### src/rtl/alu_seq.sv
// alu_seq: multi-pass controller that runs wide add/sub/and/or commands
// through a shared 8-bit ALU, one byte per pass, LSB first, chaining carry.
module alu_seq #(
    parameter int unsigned NBYTES   = 2,
    parameter logic [2:0]  OPT_IDLE = 3'd0,
    parameter logic [2:0]  OPT_ADD  = 3'd1,
    parameter logic [2:0]  OPT_SUB  = 3'd2,
    parameter logic [2:0]  OPT_AND  = 3'd3,
    parameter logic [2:0]  OPT_OR   = 3'd4
) (
    input  logic                  clk,
    input  logic                  rst,
    input  logic                  cmd_valid,
    output logic                  cmd_ready,
    input  logic [1:0]            cmd_op,
    input  logic [8*NBYTES-1:0]   cmd_a,
    input  logic [8*NBYTES-1:0]   cmd_b,
    output logic [2:0]            alu_opt,
    output logic [7:0]            alu_numa,
    output logic [7:0]            alu_numb,
    output logic                  alu_ci,
    input  logic [7:0]            alu_s,
    input  logic                  alu_zero,
    input  logic                  alu_co,
    output logic                  res_valid,
    input  logic                  res_ready,
    output logic [8*NBYTES-1:0]   res_s,
    output logic                  res_co,
    output logic                  res_zero
);

    localparam int unsigned W        = 8 * NBYTES;
    localparam logic [2:0]  LAST_IDX = 3'(NBYTES - 1);

    typedef enum logic [1:0] {
        IDLE,
        RUN,
        DONE
    } state_t;

    state_t         state_q, state_d;
    logic [2:0]     idx_q, idx_d;
    logic [1:0]     op_q, op_d;
    logic [W-1:0]   a_q, a_d;
    logic [W-1:0]   b_q, b_d;
    logic           carry_q, carry_d;
    logic           zacc_q, zacc_d;
    logic [W-1:0]   res_s_q, res_s_d;
    logic           res_co_q, res_co_d;
    logic           res_zero_q, res_zero_d;
    logic           res_valid_q, res_valid_d;
    logic           cmd_ready_q, cmd_ready_d;

    logic [7:0]     byte_a;
    logic [7:0]     byte_b;
    logic           op_arith;

    assign op_arith = ~op_q[1];

    // Drive the ALU from registered state; idle code whenever no pass is active.
    always_comb begin
        byte_a = '0;
        byte_b = '0;
        for (int unsigned i = 0; i < NBYTES; i++) begin
            if (idx_q == 3'(i)) begin
                byte_a = a_q[i*8 +: 8];
                byte_b = b_q[i*8 +: 8];
            end
        end
        alu_opt  = OPT_IDLE;
        alu_numa = '0;
        alu_numb = '0;
        alu_ci   = 1'b0;
        if (state_q == RUN) begin
            case (op_q)
                2'd0:    alu_opt = OPT_ADD;
                2'd1:    alu_opt = OPT_SUB;
                2'd2:    alu_opt = OPT_AND;
                default: alu_opt = OPT_OR;
            endcase
            alu_numa = byte_a;
            alu_numb = byte_b;
            alu_ci   = op_arith & carry_q;
        end
    end

    // Next-state and registered-output computation for the pass sequencer.
    always_comb begin
        state_d     = state_q;
        idx_d       = idx_q;
        op_d        = op_q;
        a_d         = a_q;
        b_d         = b_q;
        carry_d     = carry_q;
        zacc_d      = zacc_q;
        res_s_d     = res_s_q;
        res_co_d    = res_co_q;
        res_zero_d  = res_zero_q;
        res_valid_d = res_valid_q;
        cmd_ready_d = cmd_ready_q;
        case (state_q)
            IDLE: begin
                if (cmd_valid) begin
                    op_d        = cmd_op;
                    a_d         = cmd_a;
                    b_d         = cmd_b;
                    idx_d       = '0;
                    carry_d     = 1'b0;
                    zacc_d      = 1'b1;
                    cmd_ready_d = 1'b0;
                    state_d     = RUN;
                end
            end
            RUN: begin
                for (int unsigned i = 0; i < NBYTES; i++) begin
                    if (idx_q == 3'(i)) begin
                        res_s_d[i*8 +: 8] = alu_s;
                    end
                end
                carry_d = alu_co;
                zacc_d  = zacc_q & alu_zero;
                if (idx_q == LAST_IDX) begin
                    res_co_d    = op_arith & alu_co;
                    res_zero_d  = zacc_q & alu_zero;
                    res_valid_d = 1'b1;
                    state_d     = DONE;
                end else begin
                    idx_d = idx_q + 3'd1;
                end
            end
            DONE: begin
                if (res_ready) begin
                    res_valid_d = 1'b0;
                    cmd_ready_d = 1'b1;
                    state_d     = IDLE;
                end
            end
            default: begin
                state_d     = IDLE;
                res_valid_d = 1'b0;
                cmd_ready_d = 1'b1;
            end
        endcase
    end

    // State register; async reset drops any in-flight command.
    always_ff @(posedge clk or posedge rst) begin
        if (rst) begin
            state_q     <= IDLE;
            idx_q       <= '0;
            op_q        <= '0;
            a_q         <= '0;
            b_q         <= '0;
            carry_q     <= 1'b0;
            zacc_q      <= 1'b0;
            res_s_q     <= '0;
            res_co_q    <= 1'b0;
            res_zero_q  <= 1'b0;
            res_valid_q <= 1'b0;
            cmd_ready_q <= 1'b1;
        end else begin
            state_q     <= state_d;
            idx_q       <= idx_d;
            op_q        <= op_d;
            a_q         <= a_d;
            b_q         <= b_d;
            carry_q     <= carry_d;
            zacc_q      <= zacc_d;
            res_s_q     <= res_s_d;
            res_co_q    <= res_co_d;
            res_zero_q  <= res_zero_d;
            res_valid_q <= res_valid_d;
            cmd_ready_q <= cmd_ready_d;
        end
    end

    assign cmd_ready = cmd_ready_q;
    assign res_valid = res_valid_q;
    assign res_s     = res_s_q;
    assign res_co    = res_co_q;
    assign res_zero  = res_zero_q;

endmodule

### config.mk
export PLATFORM = sky130hd
export DESIGN_NAME = alu_seq
export DESIGN_NICKNAME = d
export VERILOG_FILES = /design/src/rtl/alu_seq.sv
export SDC_FILE = /design/constraint.sdc
export NUM_CORES = 1
export LEC_CHECK = 0
export BUFFER_PORTS_ARGS = -buffer_cell sky130_fd_sc_hd__buf_2
export CAP_MARGIN = 20
export CORE_ASPECT_RATIO = 1.2
export CORE_UTILIZATION = 50
export DETAILED_ROUTE_END_ITERATION = 7
export GPL_TIMING_DRIVEN = 1
export PLACE_DENSITY = 0.79
export REMOVE_ABC_BUFFERS = 1
export SLEW_MARGIN = 20
export SYNTH_ARGS = -nofsm -noshare
export SYNTH_HDL_FRONTEND = slang
export SYNTH_SLANG_ARGS = --single-unit
### constraint.sdc
create_clock -name clk -period 1.93 [get_ports clk]
set_clock_uncertainty 0.05 [all_clocks]
set_input_delay 0.193 -clock clk [delete_from_list [all_inputs] [get_ports clk]]
set_output_delay 0.193 -clock clk [all_outputs]
set_load 0.02 [all_outputs]
Yosys cells after proc, flatten, opt, wreduce, memory -nomap -nowiden:

Index checks and enable logic that the tools add are counted.
Widths: inputs -> output; s select.

* register bits after elaboration: 61
* latch bits: 0
* memory bits (writable): 0
* bits in read-only memories: 0
* output and inout bits: 40
* memories: 0

* add/subtract/negate cells: 1
* $mul: 0
* div/mod/pow operators: 0
* order comparisons: 0
* equal/unequal tests: 9
* shift-type cells: 0
* multiplexer cells: 25
* bitwise logic cells: 6
* reductions and logical operators: 12

Operator list (number)
* $mux 8: 6
* $reduce_and 3->1: 4
* $mux 3: 3
* $pmux 3 s3: 1
* $reduce_and 2->1: 4
* $mux 1: 6
* $mux 2: 3
* $ne 2x2->1 const B: 3
* $pmux 1 s3: 2
* $pmux 2 s3: 1
* $pmux 3 s2: 1
* $eq 2x1->1 const B: 2
* $eq 2x2->1 const B: 2
* $logic_not 2->1: 2
* $pmux 1 s2: 2
* $add 3x1->3 const B: 1
* $and 1x1->1: 3
* $eq 3x1->1 const B: 1
* $logic_not 3->1: 1
* $not 1->1: 3
* $ne 2x1->1 const B: 1
* $reduce_bool 2->1: 1

Longest topological paths before layout:

Gate-level depths: netlist of run 1.

* word-level depth: 4
* mapped depth: 8

Least setup slack after synthesis of run 1:

Ideal clock, no wire load.

* path kind: reg2out
* start point: reg idx_q[0]
* end point: out alu_numa[0]
* data arrival time: 1526 ps
* data required time: 1687 ps
* slack: 161 ps
* cell stages (with the launch flop): 9
* path through: dfrtp_1 > inv_1 > ha_1 > and4bb_1 > buf_6 > nor2b_4 > buf_6 > buf_6 > a22o_1

* word-level cells in the longest chain between the ends: 4

RTL lines
* start, declared: RTL line 42 `logic [2:0] idx_q, idx_d;`
* start signal, assigned: RTL line 163 `idx_q <= idx_d;`
* $logic_not 3->1: RTL line 65 `if (idx_q == 3'(i)) begin`
* $mux 8: RTL line 65
* $mux 8 (*): RTL line 65
* $mux 8 (*): RTL line 74 `if (state_q == RUN) begin`
* end, declared: RTL line 19 `output logic [7:0] alu_numa,`

Mark *: on every way between the ends. The rest lies on a longest branch, timed or not.

Worst setup path in the final report of run 1:

* start point: reg idx_q[0]
* end point: out alu_numa[3]

The elaborated chain is that of the path after synthesis.

==> impl_metrics.yaml, run 1 <==
outcome:
  outcome: "complete, but fails checks"
  violations: "setup timing"
floorplanning:
  dieArea_sq_mm: 0.005558
  start_util_pct: 52.52
  rows: 28
  fp.dieH_um: 81.47
  die_w_um: 68.22
  ios: 88
  core_area_sq_mm: 0.005010
logic_synthesis:
  synthCells: 186
  avgSynthCellArea_sq_um: 14.15
  ys_ff_latch: 61
  synth_area_leaders: "dfrtp_1 (57%), mux2_2 (21%), a22o_1 (5.3%)"
  yosys.area.top_type: "dfrtp_1"
  synth_common_cells: "dfrtp_1 (60), mux2_2 (48), a22o_1 (16)"
  yosysWarnings: 0
  synth_ff_type: "dfrtp_1"
  synth_most_common_cell: "dfrtp_1"
  ys_seq_area_share_pct: 58.06
  synth-edff-count: 0
  yosysUniqueCellTypes: 32
  async_flop_share_pct: 100.0
  synth_top_area_share_pct: 57.06
  syn_area_sq_mm: 0.002631
setup_path:
  cp-start-kind: "flip-flop"
  rr_worst_depth: 6
  cp_max_fo: 16
  path_class: "flip-flop to output port"
  worstSetupEndpointType: "output port"
  cp.arrival_ns: 1.84
  required_ns: 1.69
  reg2reg_slack_ns: 0.25
  r2r-end: "res_s[8]$_DFFE_PP0P_"
  rr_startpoint: "idx_q[0]$_DFFE_PP0P_"
job:
  drv_cap: 0
timing:
  fin_crit_sh_pct: 108.0
  timing.hold.ws_ns: 0.02562
  timing.fmax_mhz: 479.7
  setup_ws_ns: -0.1546
  rsz0062_at_grt: "yes"
  setup_viol: 16
  setup_tns_ns: -1.884
  worst_pin_slew_ns: 0.4388
  slew_violations: 0
  finalHoldViolations: 0
  post-route-min-period_ns: 2.085
  relSlewSlack_pct: 70.75
global_route:
  grt-ovfl-total: 0
  antenna_found_initial: 0
  grt_pass1_vias: 1972
  grt_start_max_net_pins: 35
  grt_first_pass_wirelength_um: 8714
  track_usage_pct: 21.54
power_and_ir_drop:
  power.share.clock_pct: 18.9
  finalPower_uw: 6702
  switching_share_pct: 35.66
  leakagePower_uw: 0.001702
  power_density_mw_per_mm2: 1901
  power.net_switching_uw: 2390
  vdd_drop_max_mv: 0.9203
  pwr-share-seq_pct: 34.4
  combPwrFrac_pct: 46.7
  p_int_uw: 4312
worst_hold_path:
  hp-start: "cmd_op[0]"
  hold_depth: 3
  min_path_type: "input port to flip-flop"
  hold_path_end: "op_q[0]$_DFFE_PP0P_"
finish:
  diodes: 0
  drive_above_1_share_pct: 58.48
  design_area_sq_mm: 0.003525
  final_nets: 338
  area_growth_syn_to_layout_pct: 33.95
routing:
  vias: 1868
  wirelength_um: 5458
  vias_per_cell: 5.352
  first_iter_violations: 111
  routedWlPerCell_um: 15.64
  drtPass1Iterations: 4
  drt_drc_violations_left: 0
  drtAntennaViolNets: 0
placed_design:
  io_buffers: 87
  dpl_cell_area_sq_mm: 0.003164
  dp_hpwl_um: 3688
  gp_congestion: 0.7727
clock_network:
  cts_tree: "yes"
  cts_max_level: 3
  clock-sinks: 61
  numCtsBuffers: 9
  cts_buffer_depth: 2
  cts_root_buf: "clkbuf_8"
  path_clk_slew_ns: 0.06
  clk_latency_ns: 0.33
-- state kept, by name (all words and copies together), names as in the netlist --
register and count:
zacc_q 1, idx_q 3, cmd_ready 1, res_zero 1, op_q 2, a_q 16, carry_q 1, res_s 16
b_q 16, res_co 1, state_q 2, res_valid 1
-- power groups by stage --
stage          combinational [uW]  sequential, uW  clock [uW]
6_report                     3130            2310        1270
5_1_grt                      3370            2400        1350
2_1_floorplan                1680            2490           0
3_5_place_dp                 2830            2320           0
3_3_place_gp                 2760            2280           0
4_1_cts                      3130            2300        1300
-- timing repair --
item,CTS,global route
gates resized for setup,36,0
hold buffers,1,0
setup endpoints to repair,16,16
endpoints found under the hold margin,27,0
pin swaps,0,1
setup buffers,2,1
-- cell type report --
cell class | instances | area, sq um
inverter | 8 | 30.03
sequential | 61 | 1528
timing repair buffer | 98 | 658.1
clock buffer | 12 | 155.1
clock inverter | 4 | 70.07
multi-input combinational | 106 | 1008
tap | 60 | 75.07
fill | 386 | 1485
-- cell usage in the layout, fill, tap and decap left out, drive strengths merged, types with 2 or more instances in the layout --
master	n
nand2b	2
nor2	4
ha	6
and2	2
dfrtp	60
a21oi	2
clkbuf	12
bufinv	2
buf	97
mux2	48
nand2	4
inv	8
clkinv	2
o21ai	6
nand3	2
a22o	16
a21o	2
-- metrics by stage --
step	setup WS [ns]	util (%)	cells
CTS	-0.1397	70.20	348
global route	-0.2108	70.35	349
finish	-0.1546	70.35	349
detailed placement	0.1233	63.16	330
global placement	0.1996	63.16	330
floorplan	-0.6356	-	175
-- cell families (layout without fill, tap and decap cells) --
group,Yosys count,count (layout),share of synthesized area [%]
flops,61,61,58.06
mux,49,49,20.92
fa+ha+maj,6,6,2.853
buf+inv,19,122,4.232
simple gates,20,20,4.945
compound gates,31,31,8.987
-- worst max-delay path by stage --
stage	from	endpoint	slack (ns)
after floorplan	state_q[1]$_DFFE_PP0P_	a_q[0]$_DFFE_PP0P_	-0.64
after global placement	idx_q[1]$_DFFE_PP0P_	res_s[13]$_DFFE_PP0P_	0.20
after detailed placement	idx_q[1]$_DFFE_PP0P_	res_s[12]$_DFFE_PP0P_	0.12
after CTS	idx_q[0]$_DFFE_PP0P_	alu_numa[3]	-0.14
after global routing	idx_q[0]$_DFFE_PP0P_	alu_numa[3]	-0.21
final	idx_q[0]$_DFFE_PP0P_	alu_numa[3]	-0.15
-- worst max-delay path, stage by stage (launching register included) --
cell and delay [ns]:
dfrtp_1 0.39, inv_2 0.06, ha_1 0.20, and4bb_1 0.22, nor2b_4 0.14, buf_12 0.15
a22o_1 0.23, buf_6 0.14
-- routing by layer --
layer	track usage, %	routed length (um)
met5	0	0
met1	26.40	2203
met2	35.10	2838
met3	5.417	340
met4	10.21	76
(Power assumes the default switching activity.)
==> inputs of run 2 (changes only) <==
--- a/config.mk
+++ b/config.mk
@@ -9,6 +9,7 @@
 export CAP_MARGIN = 20
 export CORE_ASPECT_RATIO = 1.2
 export CORE_UTILIZATION = 50
+export CTS_BUF_LIST = sky130_fd_sc_hd__clkbuf_4
 export DETAILED_ROUTE_END_ITERATION = 7
 export GPL_TIMING_DRIVEN = 1
 export PLACE_DENSITY = 0.79
==> run 2 against run 1 <==
The flow still finishes with violations (setup timing). Highest routed layer unchanged. Register-to-register slack got worse by 0.02 ns. Critical path depth unchanged. Maximum frequency shrank 3.8%.
==> impl_metrics.yaml, run 2 (synthesis gave the netlist of run 1 again) <==
finish:
  final_common_cell: "buf_2"
  drive_above_1_share_pct: 50.60
  area_growth_syn_to_layout_pct: 47.55
  final_nets: 381
  diodes: 0
  mostFrequentLayoutCells: "buf_2 (71), dfrtp_1 (60), mux2_2 (48), dlygate4sd3_1 (44)"
  design_area_sq_mm: 0.003882
setup_path:
  startpoint: "idx_q[0]$_DFFE_PP0P_"
  rr_startpoint: "idx_q[0]$_DFFE_PP0P_"
  cp.arrival_ns: 1.92
  crit_chain: "buf_4 > ha_2 > nand2b_4 > nor2_4 > buf_12 > a22o_1 > buf_6"
  required_ns: 1.69
  crit_path_max_incr_delay_ns: 0.42
  rr_worst_depth: 6
  cp_max_fo: 18
  cp-start-kind: "flip-flop"
  path_class: "flip-flop to output port"
  worstSetupEndpointType: "output port"
  crit_slowest_cell: "dfrtp_1"
routing:
  vias: 2045
  wirelength_um: 6394
  drt_drc_violations_left: 0
  first_iter_violations: 69
  routedWlPerCell_um: 16.31
  vias_per_cell: 5.217
  drtAntennaViolNets: 0
  drtPass1Iterations: 4
timing:
  rsz0062_at_grt: "yes"
  relSlewSlack_pct: 71.01
  fin_crit_sh_pct: 112.3
  setup_ws_ns: -0.2365
  setup_tns_ns: -3.259
  setup_viol: 16
  timing.fmax_mhz: 461.6
  post-route-min-period_ns: 2.167
  slew_violations: 0
  worst_pin_slew_ns: 0.4349
  finalHoldViolations: 0
placed_design:
  io_buffers: 87
  gp_congestion: 0.7727
  preCtsSetupSlack_ns: 0.1233
  dp_hpwl_um: 3688
  dpl_cell_area_sq_mm: 0.003164
global_route:
  grt_start_max_net_pins: 35
  track_usage_pct: 25.05
  grt_pass1_vias: 2194
  grt_first_pass_wirelength_um: 9915
  grt-ovfl-total: 0
  antenna_found_initial: 0
floorplanning:
  ios: 88
  start_util_pct: 52.52
  fp.dieH_um: 81.47
  dieArea_sq_mm: 0.005558
  die_w_um: 68.22
  core_area_sq_mm: 0.005010
  rows: 28
worst_hold_path:
  min_path_type: "input port to flip-flop"
  hp-start: "alu_co"
  hold_depth: 3
clock_network:
  cts_buffer_depth: 2
  clk_latency_ns: 0.40
  numCtsBuffers: 9
  path_clk_slew_ns: 0.11
  clock-sinks: 61
  cts_root_buf: "clkbuf_4"
  cts_max_level: 3
  cts_tree: "yes"
outcome:
  outcome: "complete, but fails checks"
  violations: "setup timing"
power_and_ir_drop:
  vdd_drop_max_mv: 0.8362
  leakagePower_uw: 0.001851
  power_density_mw_per_mm2: 1678
job:
  drv_cap: 0
run 2: cell count changes in the layout (fill, tap and decap cells not counted), sizes merged:
cell	previous run	this run
dlygate4sd3	1	44
clkinv	2	4
clkbuf	12	10
run 2: final cells by class:
cell class	instances	area, sq um
sequential	61	1528
clock inverter	6	77.57
clock buffer	10	75.07
inverter	8	30.03
multi-input combinational	106	1008
timing repair buffer	141	1089
fill	318	1127
tap	60	75.07
run 2: worst max-delay path, delay by kind of cell, from the launching register on:
| family | cells | cell delay (ns) |
|---|---|---|
| compound gates | 1 | 0.26 |
| simple gates | 2 | 0.17 |
| buf+inv | 3 | 0.44 |
| fa+ha+maj | 1 | 0.22 |
| flops | 1 | 0.42 |
run 2: where the power goes:
group          leakage, uW  total (uW)  internal, uW  switching (uW)
clock            0.0000852         994           528             465
combinational      0.00104        3220          1640            1580
sequential        0.000725        2300          1930             373
total              0.00185        6510          4100            2420
run 2: path summary, 6_finish.rpt:
check                                             end  slack, ns
max in group asynchronous       cmd_ready$_DFFE_PP1P_       0.98
min in group asynchronous        res_s[1]$_DFFE_PP0P_       0.17
worst max-delay path                      alu_numb[0]      -0.24
worst min-delay path               res_co$_DFFE_PP0P_       0.03
worst min register to register  cmd_ready$_DFFE_PP1P_       0.42
worst max register to register  res_s[12]$_DFFE_PP0P_       0.23
run 2: repair_timing:
item                                    in CTS  in global routing
gates resized for setup                     36                  0
hold buffers                                44                  0
setup buffers                                3                  1
endpoints found under the setup margin      16                 16
endpoints found under the hold margin      111                  0
run 2: through the flow:
stage | utilization [%] | hold WS (ns) | total power [uW] | std cells
2_1_floorplan | - | 0.2598 | 4174 | 175
3_3_place_gp | 63.16 | 0.02985 | 5043 | 330
3_5_place_dp | 63.16 | 0.03486 | 5153 | 330
4_1_cts | 77.35 | 0.01408 | 6483 | 391
5_1_grt | 77.50 | 0.03485 | 6910 | 392
6_report | 77.50 | 0.02940 | 6513 | 392
run 2: metal layers:
metal | vias to the layer above | track usage [%] | wire length (um)
met3 | 18 | 7.639 | 314
met4 | 0 | 11.25 | 149
li1 | 947 | - | -
met2 | 78 | 42.75 | 3458
met1 | 1002 | 28.27 | 2471
met5 | - | 0 | 0
